==> src/rtl/hack_loader_pkg.sv <==
// rtl/hack_loader_pkg.sv - shared types and helpers for the Hack ROM loader
// Purpose: loader FSM state encoding, default frame marker, checksum step.
// Ports: none (package).
package hack_loader_pkg;

  typedef enum logic [2:0] {
    IDLE,
    LEN_HI,
    LEN_LO,
    DATA_HI,
    DATA_LO,
    CHECK,
    DONE,
    ERROR
  } loader_state_t;

  localparam logic [7:0] DEFAULT_SYNC_BYTE = 8'hA5;

  // Modulo-256 running sum of frame bytes after the sync marker.
  function automatic logic [7:0] csum_add(input logic [7:0] acc, input logic [7:0] b);
    return acc + b;
  endfunction

endpackage

==> src/rtl/hack_rom_loader_if.sv <==
// rtl/hack_rom_loader_if.sv - byte stream in and instruction memory write port out
// Purpose: bundles the UART byte strobe and the memory write port.
// Ports (members): rx_data/rx_valid from the UART receiver;
//   wr_en/wr_addr/wr_data to the instruction memory.
// Modports: slave = loader side, master = UART/memory side.
interface hack_rom_loader_if #(
  parameter int ADDR_WIDTH = 12
);
  logic [7:0]            rx_data;
  logic                  rx_valid;
  logic                  wr_en;
  logic [ADDR_WIDTH-1:0] wr_addr;
  logic [15:0]           wr_data;

  modport master (output rx_data, rx_valid, input wr_en, wr_addr, wr_data);
  modport slave  (input rx_data, rx_valid, output wr_en, wr_addr, wr_data);
endinterface

==> src/rtl/loader_timeout.sv <==
// rtl/loader_timeout.sv - inter-byte idle counter for the ROM loader
// Purpose: counts idle cycles while enabled; flags the TIMEOUT_CYCLES-th one.
// Ports: clk, reset (sync, active-high); i_clear restarts the count;
//   i_enable gates counting (count held at 0 when low); o_expired.
module loader_timeout #(
  parameter int TIMEOUT_CYCLES = 10_000_000
) (
  input  logic clk,
  input  logic reset,
  input  logic i_clear,
  input  logic i_enable,
  output logic o_expired
);
  localparam int CW = $clog2(TIMEOUT_CYCLES + 1);

  logic [CW-1:0] r_count;

  always_ff @(posedge clk) begin
    if (reset || i_clear || !i_enable) begin
      r_count <= '0;
    end else if (!o_expired) begin
      r_count <= r_count + CW'(1);
    end
  end

  // r_count holds the idle cycles already completed, so hitting
  // TIMEOUT_CYCLES-1 means the current cycle is the TIMEOUT_CYCLES-th.
  assign o_expired = i_enable && (r_count == CW'(TIMEOUT_CYCLES - 1));
endmodule

==> src/rtl/hack_rom_loader.sv <==
// rtl/hack_rom_loader.sv - UART-fed program loader for the Hack instruction memory
// Purpose: parses SYNC/LEN/words/CSUM frames, writes words to memory,
//   holds the CPU in reset while loading, reports done/error.
// Ports: clk, reset (sync, active-high); bus (slave: rx byte in, write port out);
//   cpu_hold, load_done (sticky), load_error (sticky), word_count.
module hack_rom_loader
  import hack_loader_pkg::*;
#(
  parameter int         ADDR_WIDTH     = 12,
  parameter int         TIMEOUT_CYCLES = 10_000_000,
  parameter logic [7:0] SYNC_BYTE      = DEFAULT_SYNC_BYTE
) (
  input  logic                  clk,
  input  logic                  reset,
  hack_rom_loader_if.slave      bus,
  output logic                  cpu_hold,
  output logic                  load_done,
  output logic                  load_error,
  output logic [ADDR_WIDTH:0]   word_count
);
  // 17 bits so a 16-bit length can be compared against 2**ADDR_WIDTH.
  localparam logic [16:0] CAPACITY = 17'd1 << ADDR_WIDTH;

  loader_state_t         r_state, w_state_nxt;
  logic [15:0]           r_len, w_len_nxt;
  logic [7:0]            r_hi, w_hi_nxt;
  logic [7:0]            r_sum, w_sum_nxt;
  logic [ADDR_WIDTH:0]   r_count, w_count_nxt;
  logic                  r_wr_en, w_wr_en_nxt;
  logic [15:0]           r_wr_data, w_wr_data_nxt;
  logic                  r_hold, w_hold_nxt;
  logic                  r_done, w_done_nxt;
  logic                  r_error, w_error_nxt;
  logic [15:0]           w_len_lo;
  logic                  w_tmo_en;
  logic                  w_expired;

  assign w_len_lo = {r_len[15:8], bus.rx_data};
  assign w_tmo_en = r_state inside {LEN_HI, LEN_LO, DATA_HI, DATA_LO, CHECK};

  loader_timeout #(.TIMEOUT_CYCLES(TIMEOUT_CYCLES)) u_timeout (
    .clk       (clk),
    .reset     (reset),
    .i_clear   (bus.rx_valid),
    .i_enable  (w_tmo_en),
    .o_expired (w_expired)
  );

  always_ff @(posedge clk) begin
    if (reset) begin
      r_state   <= IDLE;
      r_len     <= '0;
      r_hi      <= '0;
      r_sum     <= '0;
      r_count   <= '0;
      r_wr_en   <= 1'b0;
      r_wr_data <= '0;
      r_hold    <= 1'b0;
      r_done    <= 1'b0;
      r_error   <= 1'b0;
    end else begin
      r_state   <= w_state_nxt;
      r_len     <= w_len_nxt;
      r_hi      <= w_hi_nxt;
      r_sum     <= w_sum_nxt;
      r_count   <= w_count_nxt;
      r_wr_en   <= w_wr_en_nxt;
      r_wr_data <= w_wr_data_nxt;
      r_hold    <= w_hold_nxt;
      r_done    <= w_done_nxt;
      r_error   <= w_error_nxt;
    end
  end

  always_comb begin
    w_state_nxt   = r_state;
    w_len_nxt     = r_len;
    w_hi_nxt      = r_hi;
    w_sum_nxt     = r_sum;
    w_count_nxt   = r_count;
    w_wr_en_nxt   = 1'b0;
    w_wr_data_nxt = r_wr_data;
    w_hold_nxt    = r_hold;
    w_done_nxt    = r_done;
    w_error_nxt   = r_error;

    // The word count advances during the write pulse itself, after
    // wr_addr has used the old value.
    if (r_wr_en) w_count_nxt = r_count + (ADDR_WIDTH + 1)'(1);

    case (r_state)
      IDLE: begin
        if (bus.rx_valid && bus.rx_data == SYNC_BYTE) begin
          w_state_nxt = LEN_HI;
          w_done_nxt  = 1'b0;
          w_error_nxt = 1'b0;
          w_count_nxt = '0;
          w_sum_nxt   = '0;
          w_hold_nxt  = 1'b1;
        end
      end
      LEN_HI: begin
        if (bus.rx_valid) begin
          w_len_nxt[15:8] = bus.rx_data;
          w_sum_nxt       = csum_add(r_sum, bus.rx_data);
          w_state_nxt     = LEN_LO;
        end
      end
      LEN_LO: begin
        if (bus.rx_valid) begin
          w_len_nxt[7:0] = bus.rx_data;
          w_sum_nxt      = csum_add(r_sum, bus.rx_data);
          if ({1'b0, w_len_lo} > CAPACITY) w_state_nxt = ERROR;
          else if (w_len_lo == 16'd0)      w_state_nxt = CHECK;
          else                             w_state_nxt = DATA_HI;
        end
      end
      DATA_HI: begin
        if (bus.rx_valid) begin
          w_hi_nxt    = bus.rx_data;
          w_sum_nxt   = csum_add(r_sum, bus.rx_data);
          w_state_nxt = DATA_LO;
        end
      end
      DATA_LO: begin
        if (bus.rx_valid) begin
          w_sum_nxt     = csum_add(r_sum, bus.rx_data);
          w_wr_en_nxt   = 1'b1;
          w_wr_data_nxt = {r_hi, bus.rx_data};
          // r_count is settled here (strobes are >= 2 cycles apart), so
          // r_count+1 is the count after this word.
          if ({1'b0, r_len} == 17'(r_count) + 17'd1) w_state_nxt = CHECK;
          else                                       w_state_nxt = DATA_HI;
        end
      end
      CHECK: begin
        if (bus.rx_valid) begin
          w_state_nxt = (bus.rx_data == r_sum) ? DONE : ERROR;
        end
      end
      DONE: begin
        w_done_nxt  = 1'b1;
        w_hold_nxt  = 1'b0;
        w_state_nxt = IDLE;
      end
      ERROR: begin
        w_error_nxt = 1'b1;
        w_hold_nxt  = 1'b0;
        w_state_nxt = IDLE;
      end
      default: w_state_nxt = IDLE;
    endcase

    // A byte arriving in the expiry cycle takes precedence.
    if (w_tmo_en && w_expired && !bus.rx_valid) w_state_nxt = ERROR;
  end

  assign bus.wr_en   = r_wr_en;
  assign bus.wr_addr = r_count[ADDR_WIDTH-1:0];
  assign bus.wr_data = r_wr_data;
  assign cpu_hold    = r_hold;
  assign load_done   = r_done;
  assign load_error  = r_error;
  assign word_count  = r_count;
endmodule
==> src/flat_wrapper.sv <==
// flat-port wrapper written by rule: the top's interface ports become plain ports
module hack_rom_loader_flat import hack_loader_pkg::*;
#(
  parameter int         ADDR_WIDTH     = 12,
  parameter int         TIMEOUT_CYCLES = 10_000_000,
  parameter logic [7:0] SYNC_BYTE      = DEFAULT_SYNC_BYTE
)
  (clk, reset, cpu_hold, load_done, load_error, word_count, bus_rx_data, bus_rx_valid, bus_wr_en, bus_wr_addr, bus_wr_data);
  hack_rom_loader_if #(.ADDR_WIDTH(ADDR_WIDTH)) bus_i ();
  input  logic clk;
  input  logic reset;
  output logic cpu_hold;
  output logic load_done;
  output logic load_error;
  output logic [ADDR_WIDTH:0] word_count;
  input wire logic [$bits(bus_i.rx_data)-1:0] bus_rx_data;
  input wire logic [$bits(bus_i.rx_valid)-1:0] bus_rx_valid;
  output wire logic [$bits(bus_i.wr_en)-1:0] bus_wr_en;
  output wire logic [$bits(bus_i.wr_addr)-1:0] bus_wr_addr;
  output wire logic [$bits(bus_i.wr_data)-1:0] bus_wr_data;
  assign bus_i.rx_data = bus_rx_data;
  assign bus_i.rx_valid = bus_rx_valid;
  assign bus_wr_en = bus_i.wr_en;
  assign bus_wr_addr = bus_i.wr_addr;
  assign bus_wr_data = bus_i.wr_data;
  hack_rom_loader #(.ADDR_WIDTH(ADDR_WIDTH), .TIMEOUT_CYCLES(TIMEOUT_CYCLES), .SYNC_BYTE(SYNC_BYTE)) u_core (.clk(clk), .reset(reset), .bus(bus_i), .cpu_hold(cpu_hold), .load_done(load_done), .load_error(load_error), .word_count(word_count));
endmodule
==> config.mk <==
export PLATFORM = sky130hd
export DESIGN_NAME = hack_rom_loader_flat
export DESIGN_NICKNAME = d
export VERILOG_FILES = /design/src/rtl/hack_loader_pkg.sv /design/src/rtl/hack_rom_loader_if.sv /design/src/rtl/loader_timeout.sv /design/src/rtl/hack_rom_loader.sv /design/src/flat_wrapper.sv
export SDC_FILE = /design/constraint.sdc
export NUM_CORES = 1
export LEC_CHECK = 0
export CAP_MARGIN = 20
export CELL_PAD_IN_SITES_DETAIL_PLACEMENT = 0
export CELL_PAD_IN_SITES_GLOBAL_PLACEMENT = 1
export CORE_ASPECT_RATIO = 0.6
export CORE_MARGIN = 4
export CORE_UTILIZATION = 35
export DETAILED_ROUTE_END_ITERATION = 8
export PLACE_DENSITY_LB_ADDON = 0.12
export SETUP_SLACK_MARGIN = 0.05
export SLEW_MARGIN = 20
export SYNTH_ARGS = -nofsm -noshare
export SYNTH_HDL_FRONTEND = slang
export SYNTH_SLANG_ARGS = --single-unit
==> constraint.sdc <==
create_clock -name clk -period 3.1 [get_ports clk]
set_input_delay 0.62 -clock clk [delete_from_list [all_inputs] [get_ports clk]]
set_output_delay 0.62 -clock clk [all_outputs]
set_load 0.05 [all_outputs]
==> results.yml <==
setup_path:
  required_ns: 3.32
  crit_family: "compound AO/OA/AOI/OAI gates"
  endpoint_kind: "flop"
  crit_path_max_incr_delay_ns: 0.44
  crit_cells: 8
  setup.worst_path.start_class: "flop"
  worstPathCellList: "ha_1 -> nand3_2 -> or3_1 -> and3_1 -> a2111oi_2 -> o2111a_1 -> a31oi_1 -> o31a_1"
  cp.arrival_ns: 2.81
  path_class: "flop to flop"
  r2r_cells: 8
  worstReg2RegStart: "u_core.word_count[1]$_SDFF_PP0_"
  worst-path-buf-inv: 0
  crit_path_max_fanout: 7
  critPathLaunch: "u_core.word_count[1]$_SDFF_PP0_"
  crit_slowest_cell: "dfxtp_1"
cells_and_area:
  seqCellArea_sq_um: 1840
  final_layout_size_suffix_gt1_frac: 0.0671
  area_growth_pct: 19.7
  final_common_cell: "nand2_1"
  num-nets-final: 657
  multi_input_area_sq_um: 2620
  final_cell_mix: "nand2_1 (102), dfxtp_1 (92), a21oi_1 (66)"
  n_fill_cell: 1340
  stdcell_area_sq_um: 5680
  diodes: 0
timing:
  fin_crit_sh: 0.835
  worstMarginPinSlew_ns: 0.821
  setup_tns_ns: 0
  rsz0062_at_grt: "no"
  finalCriticalPeriod_ns: 2.59
  setup_violations: 0
  fmax_mhz: 386
  hold_viol: 0
  relSlewSlack: 0.453
  slew_violations: 0
  clock_skew_ns: 0.0103
detailed_routing:
  drtPass1Iterations: 4
  drc: 0
  vias_per_cell: 5.23
  wire_per_inst_um: 15.8
  wl_met2_um: 5460
  highest-signal-layer: "met4"
  vias: 4244
  wirelength_um: 12800
  ant_nets: 0
  drtIter0Drc: 288
  met1_length_um: 6900
  met3_length_um: 403
clocking:
  clock_sinks: 92
  cts_setup_buffers: 0
  cts_inserted_buffers: 9
  htree_num_levels: 3
  clk_pin_slew_ns: 0.07
  clockBufferDepth: 2
  cts_resized: 0
  cts_tree: "done"
  ctsHoldBuffers: 0
  clockRootBuffer: "clkbuf_16"
  clock_latency_ns: 0.34
die:
  dieArea_sq_um: 15500
  die_h_um: 98.2
  core_area_sq_um: 13100
  rows: 32
  ioPinCount: 56
  die_w_um: 158
  initial_core_util: 0.363
logic_synthesis:
  synth_area_leaders: "dfxtp_1 (39%), nand2_1 (8.1%), a21oi_1 (7.0%), xnor2_1 (5.4%), nor2_1 (4.8%)"
  synthSimpleGateAreaFrac: 0.277
  synthesis.area_sq_um: 4740
  synth_compound_area_frac: 0.151
  synth_nets: 617
  synth-xor-area-share: 0.0887
  yosys.area.top_type: "dfxtp_1"
  syn_area_per_cell_sq_um: 7.96
  yosys_warnings: 0
  synthMuxAreaShare: 0.00871
  async_flop_share: 0
  postSynthCellCount: 596
  synth_top_family_by_area: "simple AND/OR/NAND/NOR gates"
  synthFlopType: "dfxtp_1"
  synth-seq-cells: 92
  synth_cell_types: 60
  synth-edff-count: 0
  yosys.area_share.adder: 0.0280
  synth-seq-area-share: 0.388
  synth_top_area_frac: 0.388
global_route:
  grt_max_degree: 59
  grt_first_pass_wirelength_um: 21000
  grt.overflow.total: 0
  grt_pass1_vias: 4050
  grt_usage: 0.166
  antenna_found_initial: 0
power:
  netSwitchingFraction: 0.319
  seqPwrFrac: 0.447
  pwr-share-comb: 0.198
  pwr-share-clk: 0.355
  power.internal_mw: 2.01
  power_density_nw_per_um2: 520
  leakagePower_nw: 1.88
  irDropWorstVdd_mv: 0.257
  p_sw_mw: 0.939
placed_design:
  placed_cell_area_sq_um: 5400
  dp_hpwl_um: 9280
  routabilityCongestion: 0.859
  portBuffers: 55
min_path:
  hold_path_startpoint: "u_core.r_hi[2]$_SDFFE_PP0P_"
  hold_depth: 2
  hold_class: "flop to flop"
outcome:
  status: "complete, no violations"
run:
  max_cap_violations: 0
registers in the layout, summed over array words and instances, names as in the netlist:
register / count
u_core.u_timeout.r_count: 24
u_core.r_state: 3
u_core.r_len: 16
u_core.load_error: 1
u_core.r_sum: 8
u_core.cpu_hold: 1
u_core.word_count: 13
u_core.load_done: 1
u_core.bus.wr_en: 1
u_core.r_hi: 8
u_core.bus.wr_data: 16
synth_stat cells, types with 2 or more instances:
cell type and number:
xor2_1 19, nor2_1 61, and3_1 8, xnor2_1 29
a22oi_1 8, o21bai_1 3, nor4_2 2, a31oi_1 3
nor2b_1 6, dfxtp_1 92, o2111a_1 2, buf_4 13
a21o_1 4, o211ai_1 3, mux2i_1 3, o21ai_0 13
a21oi_1 66, ha_1 9, clkbuf_1 23, or4_1 2
nand2b_1 3, nand3_1 22, nor3b_1 2, and2_1 2
nor4b_1 4, nor4_1 5, a211oi_1 2, buf_6 3
nand2_1 102, nor3_1 13, and4_1 3, nand4_1 12
or3_1 13, inv_1 14, a2111oi_0 2
per-stage QoR:
stage          setup slack, ns  utilization  std cells  total power [mW]  hold WS [ns]
4_1_cts                  0.501        0.435        811              2.98         0.459
2_1_floorplan            0.468            -        596              1.75         0.432
5_1_grt                  0.334        0.435        811              3.09         0.476
6_report                 0.511        0.435        811              2.95         0.456
3_5_place_dp             0.205        0.414        795              1.93         0.450
3_3_place_gp             0.218        0.414        795              1.91         0.444
metal layers:
metal	track usage	up-vias
li1	-	2143
met1	0.254	2032
met2	0.241	67
met3	0.0385	2
met4	0.0236	0
met5	0	-
power by group through the flow:
stage               clock, mW  combinational, mW  sequential [mW]
finish                   1.05              0.585             1.32
global route             1.12              0.643             1.33
CTS                      1.08              0.587             1.32
detailed placement          0              0.583             1.34
global placement            0              0.573             1.34
floorplan                   0              0.408             1.34
tightest hold or removal path: stages, from the launching register on:
cell and delay [ns]:
dfxtp_1 0.31, nand2_1 0.05, a21oi_1 0.05
cell type report:
cell class / count / area share
Multi-Input combinational cell: 449 / 0.462
Clock buffer: 10 / 0.0403
Inverter: 14 / 0.00926
Sequential cell: 92 / 0.325
Timing Repair Buffer: 70 / 0.118
Tap cell: 170 / 0.0375
Clock inverter: 6 / 0.00838
cells by family after synthesis:
group | after synthesis
and+or+nand+nor | 269
AOI/OAI and AO/OA | 118
DFF | 92
buffers and inverters | 55
xor gates and xnor gates | 48
adders and majority gates | 10
muxes | 4
worst paths after layout:
kind,endpoint,slack [ns]
setup / recovery,u_core.r_state[1]$_SDFFE_PP0P_,0.51
hold / removal,u_core.r_hi[2]$_SDFFE_PP0P_,0.46
setup reg to reg,u_core.r_state[1]$_SDFFE_PP0P_,0.51
hold reg to reg,u_core.r_hi[2]$_SDFFE_PP0P_,0.46
Note: power is estimated with default switching activity, not from simulation.
